===== src/rtl/bsg_fsb_node_trace_replay.sv =====
// ---------------------------------------------------------------------------
// bsg_fsb_node_trace_replay
//
// Purpose:
//   Replays a trace of instructions from an external combinational ROM.
//   Each ROM word carries a 4-bit opcode above a ring_width_p-bit payload.
//   The trace can send packets, receive packets and compare them against an
//   expected payload, wait on a loadable cycle counter, and stop. Packet
//   mismatches and illegal opcodes raise a sticky error flag.
//
// Ports:
//   clk_i       in   1                 single clock, all state on rising edge
//   reset_i     in   1                 synchronous, active-high reset
//   en_i        in   1                 global enable (no handshake / retire when 0)
//   v_i         in   1                 incoming packet valid
//   data_i      in   ring_width_p      incoming packet data
//   ready_o     out  1                 ready to accept an incoming packet
//   v_o         out  1                 outgoing packet valid
//   data_o      out  ring_width_p      outgoing packet data
//   yumi_i      in   1                 consumer accepted data_o this cycle
//   rom_addr_o  out  rom_addr_width_p  address of the current trace instruction
//   rom_data_i  in   ring_width_p+4    ROM word at rom_addr_o
//   done_o      out  1                 trace finished
//   error_o     out  1                 sticky mismatch / illegal-opcode flag
// ---------------------------------------------------------------------------
module bsg_fsb_node_trace_replay #(
    parameter int ring_width_p     = 32,
    parameter int rom_addr_width_p = 32
) (
    input  logic                        clk_i,
    input  logic                        reset_i,
    input  logic                        en_i,

    input  logic                        v_i,
    input  logic [ring_width_p-1:0]     data_i,
    output logic                        ready_o,

    output logic                        v_o,
    output logic [ring_width_p-1:0]     data_o,
    input  logic                        yumi_i,

    output logic [rom_addr_width_p-1:0] rom_addr_o,
    input  logic [ring_width_p+3:0]     rom_data_i,

    output logic                        done_o,
    output logic                        error_o
);

    typedef enum logic {
        RUN  = 1'b0,
        DONE = 1'b1
    } state_t;

    localparam logic [3:0] OP_NOP    = 4'd0;
    localparam logic [3:0] OP_SEND   = 4'd1;
    localparam logic [3:0] OP_RECV   = 4'd2;
    localparam logic [3:0] OP_DONE   = 4'd3;
    localparam logic [3:0] OP_FINISH = 4'd4;
    localparam logic [3:0] OP_LOAD   = 4'd5;
    localparam logic [3:0] OP_WAIT   = 4'd6;

    localparam logic [rom_addr_width_p-1:0] ADDR_ONE = rom_addr_width_p'(1);
    localparam logic [ring_width_p-1:0]     CTR_ONE  = ring_width_p'(1);

    state_t                        state_r, state_n;
    logic [rom_addr_width_p-1:0]   addr_r, addr_n;
    logic [ring_width_p-1:0]       counter_r, counter_n;
    logic                          error_r, error_n;

    logic [3:0]                    opcode;
    logic [ring_width_p-1:0]       payload;
    logic [rom_addr_width_p-1:0]   addr_next;

    assign opcode    = rom_data_i[ring_width_p+3:ring_width_p];
    assign payload   = rom_data_i[ring_width_p-1:0];
    assign addr_next = addr_r + ADDR_ONE;

    assign rom_addr_o = addr_r;
    assign done_o     = (state_r == DONE);
    assign error_o    = error_r;

    // State register. Reset aborts whatever instruction is in flight and
    // restarts the trace at address 0 with a clean error flag and counter.
    always_ff @(posedge clk_i) begin
        if (reset_i) begin
            state_r   <= RUN;
            addr_r    <= '0;
            counter_r <= '0;
            error_r   <= 1'b0;
        end else begin
            state_r   <= state_n;
            addr_r    <= addr_n;
            counter_r <= counter_n;
            error_r   <= error_n;
        end
    end

    // Instruction decode. Every state change is gated by en_i so that a
    // disabled node neither retires nor advances the cycle counter. The
    // handshake outputs are masked during reset and outside RUN so that
    // stray v_i / yumi_i activity on other opcodes has no effect.
    always_comb begin
        state_n   = state_r;
        addr_n    = addr_r;
        counter_n = counter_r;
        error_n   = error_r;
        v_o       = 1'b0;
        ready_o   = 1'b0;
        data_o    = payload;

        if (state_r == RUN && !reset_i) begin
            case (opcode)
                OP_NOP: begin
                    if (en_i) addr_n = addr_next;
                end
                OP_SEND: begin
                    v_o = en_i;
                    if (en_i && yumi_i) addr_n = addr_next;
                end
                OP_RECV: begin
                    ready_o = en_i;
                    if (en_i && v_i) begin
                        if (data_i != payload) error_n = 1'b1;
                        addr_n = addr_next;
                    end
                end
                OP_DONE, OP_FINISH: begin
                    if (en_i) state_n = DONE;
                end
                OP_LOAD: begin
                    if (en_i) begin
                        counter_n = payload;
                        addr_n    = addr_next;
                    end
                end
                OP_WAIT: begin
                    // Retires on the cycle the counter is already zero, so
                    // a load of N makes the wait occupy N+1 cycles.
                    if (en_i) begin
                        if (counter_r == '0) addr_n = addr_next;
                        else                 counter_n = counter_r - CTR_ONE;
                    end
                end
                default: begin
                    if (en_i) begin
                        error_n = 1'b1;
                        state_n = DONE;
                    end
                end
            endcase
        end
    end

endmodule


===== config.mk =====
export PLATFORM = sky130hd
export DESIGN_NAME = bsg_fsb_node_trace_replay
export DESIGN_NICKNAME = d
export VERILOG_FILES = /design/src/rtl/bsg_fsb_node_trace_replay.sv
export SDC_FILE = /design/constraint.sdc
export NUM_CORES = 1
export LEC_CHECK = 0
export ABC_AREA = 1
export CAP_MARGIN = 30
export CORE_MARGIN = 10
export CORE_UTILIZATION = 50
export CTS_BUF_LIST = sky130_fd_sc_hd__clkbuf_4 sky130_fd_sc_hd__clkbuf_8 sky130_fd_sc_hd__clkbuf_16
export CTS_CLUSTER_DIAMETER = 60
export DETAILED_ROUTE_END_ITERATION = 7
export PLACE_DENSITY_LB_ADDON = 0.25
export SETUP_SLACK_MARGIN = 0.1
export SYNTH_ARGS = -nofsm -noshare
export SYNTH_HDL_FRONTEND = slang
export SYNTH_SLANG_ARGS = --single-unit

===== constraint.sdc =====
create_clock -name clk_i -period 1.98 [get_ports clk_i]
set_input_delay 0.198 -clock clk_i [delete_from_list [all_inputs] [get_ports clk_i]]
set_output_delay 0.198 -clock clk_i [all_outputs]
set_load 0.01 [all_outputs]

==> results of run 1 <==
[routing by layer]
metal	global-route usage, %	wire length, um	up-vias
met5	0	0	-
met4	5.521	282	0
met3	6.075	1729	20
met2	30.80	7264	250
met1	27.25	7488	2807
li1	-	-	3170
[per-stage QoR]
stage	util [%]	worst slack [ns]	hold WS [ns]	instance area, um^2	cells
after floorplan	-	0.3150	0.4088	5433	939
after global placement	65.27	0.07076	0.4367	6829	1184
after detailed placement	65.27	0.03110	0.4473	6829	1184
after CTS	67.40	0.1025	0.4301	7052	1200
after global routing	68.33	0.09715	0.4686	7149	1203
final	68.33	0.1837	0.4402	7149	1203
[cell type report]
| type | count | share of cell area [%] |
|---|---|---|
| multi-input combinational | 733 | 47.99 |
| timing repair buffer | 171 | 23.70 |
| sequential | 66 | 18.50 |
| inverter | 81 | 4.288 |
| tap | 136 | 2.380 |
| clock buffer | 9 | 1.733 |
| clock inverter | 7 | 1.418 |
[cells in the final DEF, fill, tap and decap left out, drive strengths merged, types with 2 or more instances in the layout]
cell and n:
clkdlybuf4s50 137, clkinvlp 2, o21ai 40, o21bai 2
dfxtp 66, nand3b 17, o22ai 2, dlygate4sd2 2
inv 83, xnor2 29, ha 2, a21oi 55
nand4 6, nand2 331, nand3 66, bufinv 2
xor2 12, clkbuf 10, nor2 167, buf 31
[flip-flops by register name, indices dropped and copies added (netlist names)]
register / flops
counter_r: 32
rom_addr_o: 32
done_o: 1
error_o: 1
[tightest hold or removal path, delay by kind of cell]
kind | cells | cell delay [ns]
buffers and inverters | 2 | 0.40
and+or+nand+nor | 1 | 0.16
[final timing paths]
check | from | cells after the start | slack [ns] | endpoint
worst max-delay path | counter_r[12] | 11 | 0.18 | rom_addr_o[19]
worst min-delay path | reset_i | 3 | 0.44 | counter_r[4]
worst max register to register | counter_r[12] | 11 | 0.18 | rom_addr_o[19]
worst min register to register | error_o | 2 | 0.46 | error_o
[synthesized netlist by cell type, drive strengths merged]
| cell type | instances | area (um^2) |
|---|---|---|
| nor3 | 1 | 5.000 |
| a21oi | 55 | 279.0 |
| nand3b | 17 | 127.6 |
| ha | 2 | 25.02 |
| xnor2 | 29 | 254.0 |
| nor4 | 1 | 6.260 |
| clkbuf | 7 | 26.28 |
| o21ai | 40 | 204.0 |
| inv | 81 | 306.5 |
| o21a | 1 | 7.510 |
| nand3 | 66 | 335.3 |
| o21bai | 2 | 15.01 |
| dfxtp | 66 | 1321 |
| buf | 52 | 404.1 |
| xor2 | 12 | 105.1 |
| nor2 | 167 | 681.9 |
| and3 | 1 | 6.260 |
| nand2 | 331 | 1272 |
| o22ai | 2 | 12.51 |
| nand4 | 6 | 37.54 |
[cell families after synthesis]
kind of cell / after synthesis / share of synthesized area (%)
buffers and inverters: 140 / 13.57
XOR/XNOR: 41 / 6.610
AO/OA/AOI/OAI: 100 / 9.535
adder cells (fa/ha/maj): 2 / 0.4605
AND/OR/NAND/NOR: 590 / 45.51
flip-flops: 66 / 24.32
[power groups by stage]
stage	logic [mW]	clock network, mW	registers [mW]
floorplan	0.523	0	1.39
global placement	0.862	0	1.39
detailed placement	0.872	0	1.39
CTS	0.877	1.33	1.36
global route	1.01	1.38	1.36
finish	0.909	1.33	1.36
[repair_timing]
item,in CTS,in global routing
gates cloned,0,1
pin swaps,0,4
buffers inserted,0,2
resized for setup,2,18
setup endpoints to repair,2,42
==> out/qor.yml, run 1 <==
sta:
  relSlewSlack_pct: 58.87
  max_freq_mhz: 556.7
  rsz0062_at_grt: "no"
  worst_pin_slew_ns: 0.6170
  fin_crit_ns: 1.796
  fin_crit_sh_pct: 90.72
  finalHoldViolations: 0
  fin_skew_ns: 0.01579
  final_max_slew_viol_count: 0
  setup_viol: 0
  tns_ns: 0
finish:
  fillCellCount: 971
  areaGrowthSynthToFinish_pct: 31.60
  fin_nets: 1137
  seq_area_mm2: 0.001323
  multi_input_area_mm2: 0.003431
  drive_gt1_share_pct: 8.622
  antennaDiodeCount: 0
routing:
  vias_per_cell: 5.193
  drc: 0
  drt_iter0_markers: 513
  drt_wl_total_mm: 16.76
  vias: 6247
  drt_pass1_iterations: 5
  wire_per_inst_um: 13.94
  detail-route-antenna-nets: 0
setup_path:
  arrival_ns: 2.02
  crit_buf_inv: 1
  worstSetupEndpointType: "flop"
  path_class: "reg2reg"
  crit_required_ns: 2.21
  cp_max_fo: 16
  path_delay_family: "simple AND/OR/NAND/NOR gates"
  cpPeakStageDelay_ns: 0.38
  cp_cell_sequence: "nor2_2 > nand2_1 > nor2_4 > nand2_2 > nor2_4 > nand3_2 > nand2_4 > nand2_4 > buf_12 > nand2_1 > a21oi_2"
  startpoint_type: "flop"
  crit_slowest_cell: "dfxtp_1"
power:
  p_total_mw: 3.600
  seqPwrFrac_pct: 37.7
  ir_drop_mv: 0.2909
  switching_share_pct: 30.82
  p_switching_mw: 1.110
  intPower_mw: 2.491
  power.density_mw_per_mm2: 503.6
  power_frac_clock_pct: 37.0
  p_leak_nw: 3.053
  combPwrFrac_pct: 25.2
floorplan:
  start_util_pct: 51.93
  ioPinCount: 141
  core_area_mm2: 0.01046
  dieHeight_um: 124.2
  row_count: 37
  die_w_um: 124.2
  design.die.area_mm2: 0.01543
cts:
  cts_tree: "yes"
  clockRootBuffer: "clkbuf_8"
  clockBufferDepth: 2
  cts-htree-levels: 3
  cts.clk_slew.worst_paths_ns: 0.08
  cts_sinks: 66
  cts_buffers: 9
  clock_latency_ns: 0.37
  postCtsHoldBufs: 0
placement:
  hpwl_mm: 12.87
  numPortBuffers: 140
  place.gp.congestion: 0.9434
global_route:
  grt_max_degree: 52
  first_global_vias: 5615
  antenna_found_initial: 0
  grt_pass1_wl_mm: 27.34
  gr-total-overflow: 0
  track_usage_pct: 20.35
yosys:
  postSynthAreaPerCell_um2: 5.786
  yosysWarnings: 0
  ys_types: 32
  syn_nets: 1014
  yosysSeqAreaShare_pct: 24.32
  syn_inst: 939
  ys_seq_elements: 66
  mappedNetlistArea_mm2: 0.005433
outcome:
  status: "complete, no violations"
job:
  cap_violations: 0
min_path:
  hp-class: "in2reg"
(Power assumes the default switching activity.)
==> run 2: changes to the inputs <==
--- a/config.mk
+++ b/config.mk
@@ -8,10 +8,11 @@
 export ABC_AREA = 1
 export CAP_MARGIN = 30
 export CORE_MARGIN = 10
-export CORE_UTILIZATION = 50
+export CORE_UTILIZATION = 30
 export CTS_BUF_LIST = sky130_fd_sc_hd__clkbuf_4 sky130_fd_sc_hd__clkbuf_8 sky130_fd_sc_hd__clkbuf_16
 export CTS_CLUSTER_DIAMETER = 60
 export DETAILED_ROUTE_END_ITERATION = 7
+export GPL_TIMING_DRIVEN = 0
 export PLACE_DENSITY_LB_ADDON = 0.25
 export SETUP_SLACK_MARGIN = 0.1
 export SYNTH_ARGS = -nofsm -noshare
==> out/qor.yml, run 2 (synthesis results as in run 1) <==
outcome:
  status: "complete, no violations"
routing:
  wl_met3_mm: 1.451  # -16%
  vias_per_cell: 4.661  # -10%
  drt_iter0_markers: 379  # -26%
  vias: 6199  # -0.77%
  top_layer: "met4"
  wire_per_inst_um: 14.32  # +2.8%
  drt_wl_total_mm: 19.05  # +14%
  drc: 0  # unchanged
  drt-met1-wl_mm: 8.981  # +20%
  detail-route-antenna-nets: 0  # unchanged
  wl_met2_mm: 8.327  # +15%
  drt_pass1_iterations: 5  # unchanged
cts:
  clockRootBuffer: "clkbuf_16"
  clockBufferDepth: 2  # unchanged
  cts_tree: "yes"
  cts-htree-levels: 3  # unchanged
  cts_sinks: 66  # unchanged
  cts_buffers: 9  # unchanged
  postCtsHoldBufs: 0  # unchanged
  clock_latency_ns: 0.36  # about the same
  cts.clk_slew.worst_paths_ns: 0.06  # -0.02 ns
global_route:
  first_global_vias: 5982  # +6.5%
  gr-total-overflow: 0  # unchanged
  grt_pass1_wl_mm: 30.52  # +12%
  grt_max_degree: 13  # -75%
  antenna_found_initial: 0  # unchanged
  track_usage_pct: 15.69  # -4.7 points
setup_path:
  worstSetupEndpointType: "flop"
  cp_max_fo: 10  # -6
  path_class: "reg2reg"
  startpoint_type: "flop"
  crit_required_ns: 2.19  # -0.02 ns
  arrival_ns: 1.96  # -0.06 ns
floorplan:
  design.die.area_mm2: 0.02389  # +55%
  core_area_mm2: 0.01790  # +71%
  dieHeight_um: 154.6  # +24%
  start_util_pct: 30.35  # -22 points
  die_w_um: 154.6  # +24%
  row_count: 49  # +32%
  ioPinCount: 141  # unchanged
min_path:
  hp-class: "in2reg"
sta:
  final_max_slew_viol_count: 0  # unchanged
  timing.final.ws_setup_ns: 0.2324  # +0.04869 ns
  fin_skew_ns: 0.009217  # -0.006570 ns
  fin_crit_ns: 1.748  # -0.04869 ns
  tns_ns: 0  # unchanged
  finalHoldViolations: 0  # unchanged
  rsz0062_at_grt: "yes"
  worst_pin_slew_ns: 0.6384  # +0.02144 ns
  max_freq_mhz: 572.2  # +2.8%
  setup_viol: 0  # unchanged
  fin_crit_sh_pct: 88.26  # -2.5 points
  relSlewSlack_pct: 57.44  # -1.4 points
finish:
  seq_area_mm2: 0.001324  # about the same
  fin_nets: 1171  # +3.0%
  antennaDiodeCount: 0  # unchanged
  final_common_cell: "nand2_1"
  fillCellCount: 1921  # +98%
  drive_gt1_share_pct: 11.63  # +3.0 points
  multi_input_area_mm2: 0.003468  # +1.1%
  areaGrowthSynthToFinish_pct: 39.73
  design_area_mm2: 0.007591  # +6.2%
  layout_common_cells: "321 x nand2_1, 139 x nor2_1, 137 x clkdlybuf4s50_1"
power:
  p_leak_nw: 3.225  # +5.7%
  power.density_mw_per_mm2: 543.8  # +8.0%
  ir_drop_mv: 0.3809  # +31%
placement:
  place.gp.congestion: 0.9049  # -4.1%
  numPortBuffers: 139  # -0.71%
  hpwl_mm: 15.24  # +18%
  place_ws_ns: -0.1874  # -0.2185 ns
  placed_cell_area_mm2: 0.007111  # +4.1%
job:
  cap_violations: 0  # unchanged
==> run 2: cell types whose count changed in the layout (fill, tap and decap cells not counted), sizes merged <==
cell / before / now
buf: 31 / 59
clkbuf: 10 / 17
inv: 83 / 82
==> run 2: final cells by class <==
type                    count  share of cell area (%)
multi-input cells         733                   45.69
repair buffers            146                   18.99
well taps                 229                   3.775
clock inverters             6                   1.170
plain buffers              59                   5.752
clock buffers              10                   3.148
inverters                  81                   4.038
flip-flops and latches     66                   17.44
==> run 2: critical path, cell delays in order, from the launching register on <==
cell     delay [ns]
dfxtp_1        0.33
inv_2          0.07
ha_4           0.15
nand2_4        0.08
nor2_4         0.15
nand2_1        0.08
nor2_2         0.12
nand2_2        0.10
nand2_8        0.12
inv_4          0.06
buf_4          0.19
nand2_1        0.08
a21oi_1        0.06
==> run 2: through the flow <==
stage / hold slack (ns) / util, % / cells / power [mW]
6_report: 0.4453 / 42.40 / 1330 / 4.128
5_1_grt: 0.4763 / 42.40 / 1330 / 4.297
4_1_cts: 0.4456 / 41.79 / 1326 / 4.123
3_5_place_dp: 0.4449 / 39.72 / 1307 / 2.299
3_3_place_gp: 0.4356 / 39.72 / 1307 / 2.295
2_1_floorplan: 0.4088 / - / 939 / 1.912
==> run 2: final timing paths <==
check	from	endpoint	slack, ns	cells after the start
worst max register to register	counter_r[1]	counter_r[22]	0.23	12
worst max-delay path	counter_r[1]	counter_r[22]	0.23	12
worst min register to register	error_o	error_o	0.46	2
worst min-delay path	reset_i	counter_r[9]	0.45	4
==> run 2: timing repair <==
action / CTS / global route
pin swaps: 2 / 7
resized for setup: 9 / 28
buffers inserted: 3 / 4
setup endpoints to repair: 61 / 61
==> run 2: power breakdown <==
part / switching, mW / internal (mW)
sequential: 0.0195 / 1.34
clock: 0.686 / 1.14
combinational: 0.491 / 0.448
==> run 2: routing by layer <==
layer | up-vias | track usage (%)
met3 | 19 | 4.742
met2 | 169 | 23.59
met4 | 0 | 5.533
met5 | - | 0
li1 | 3238 | -
met1 | 2773 | 20.69
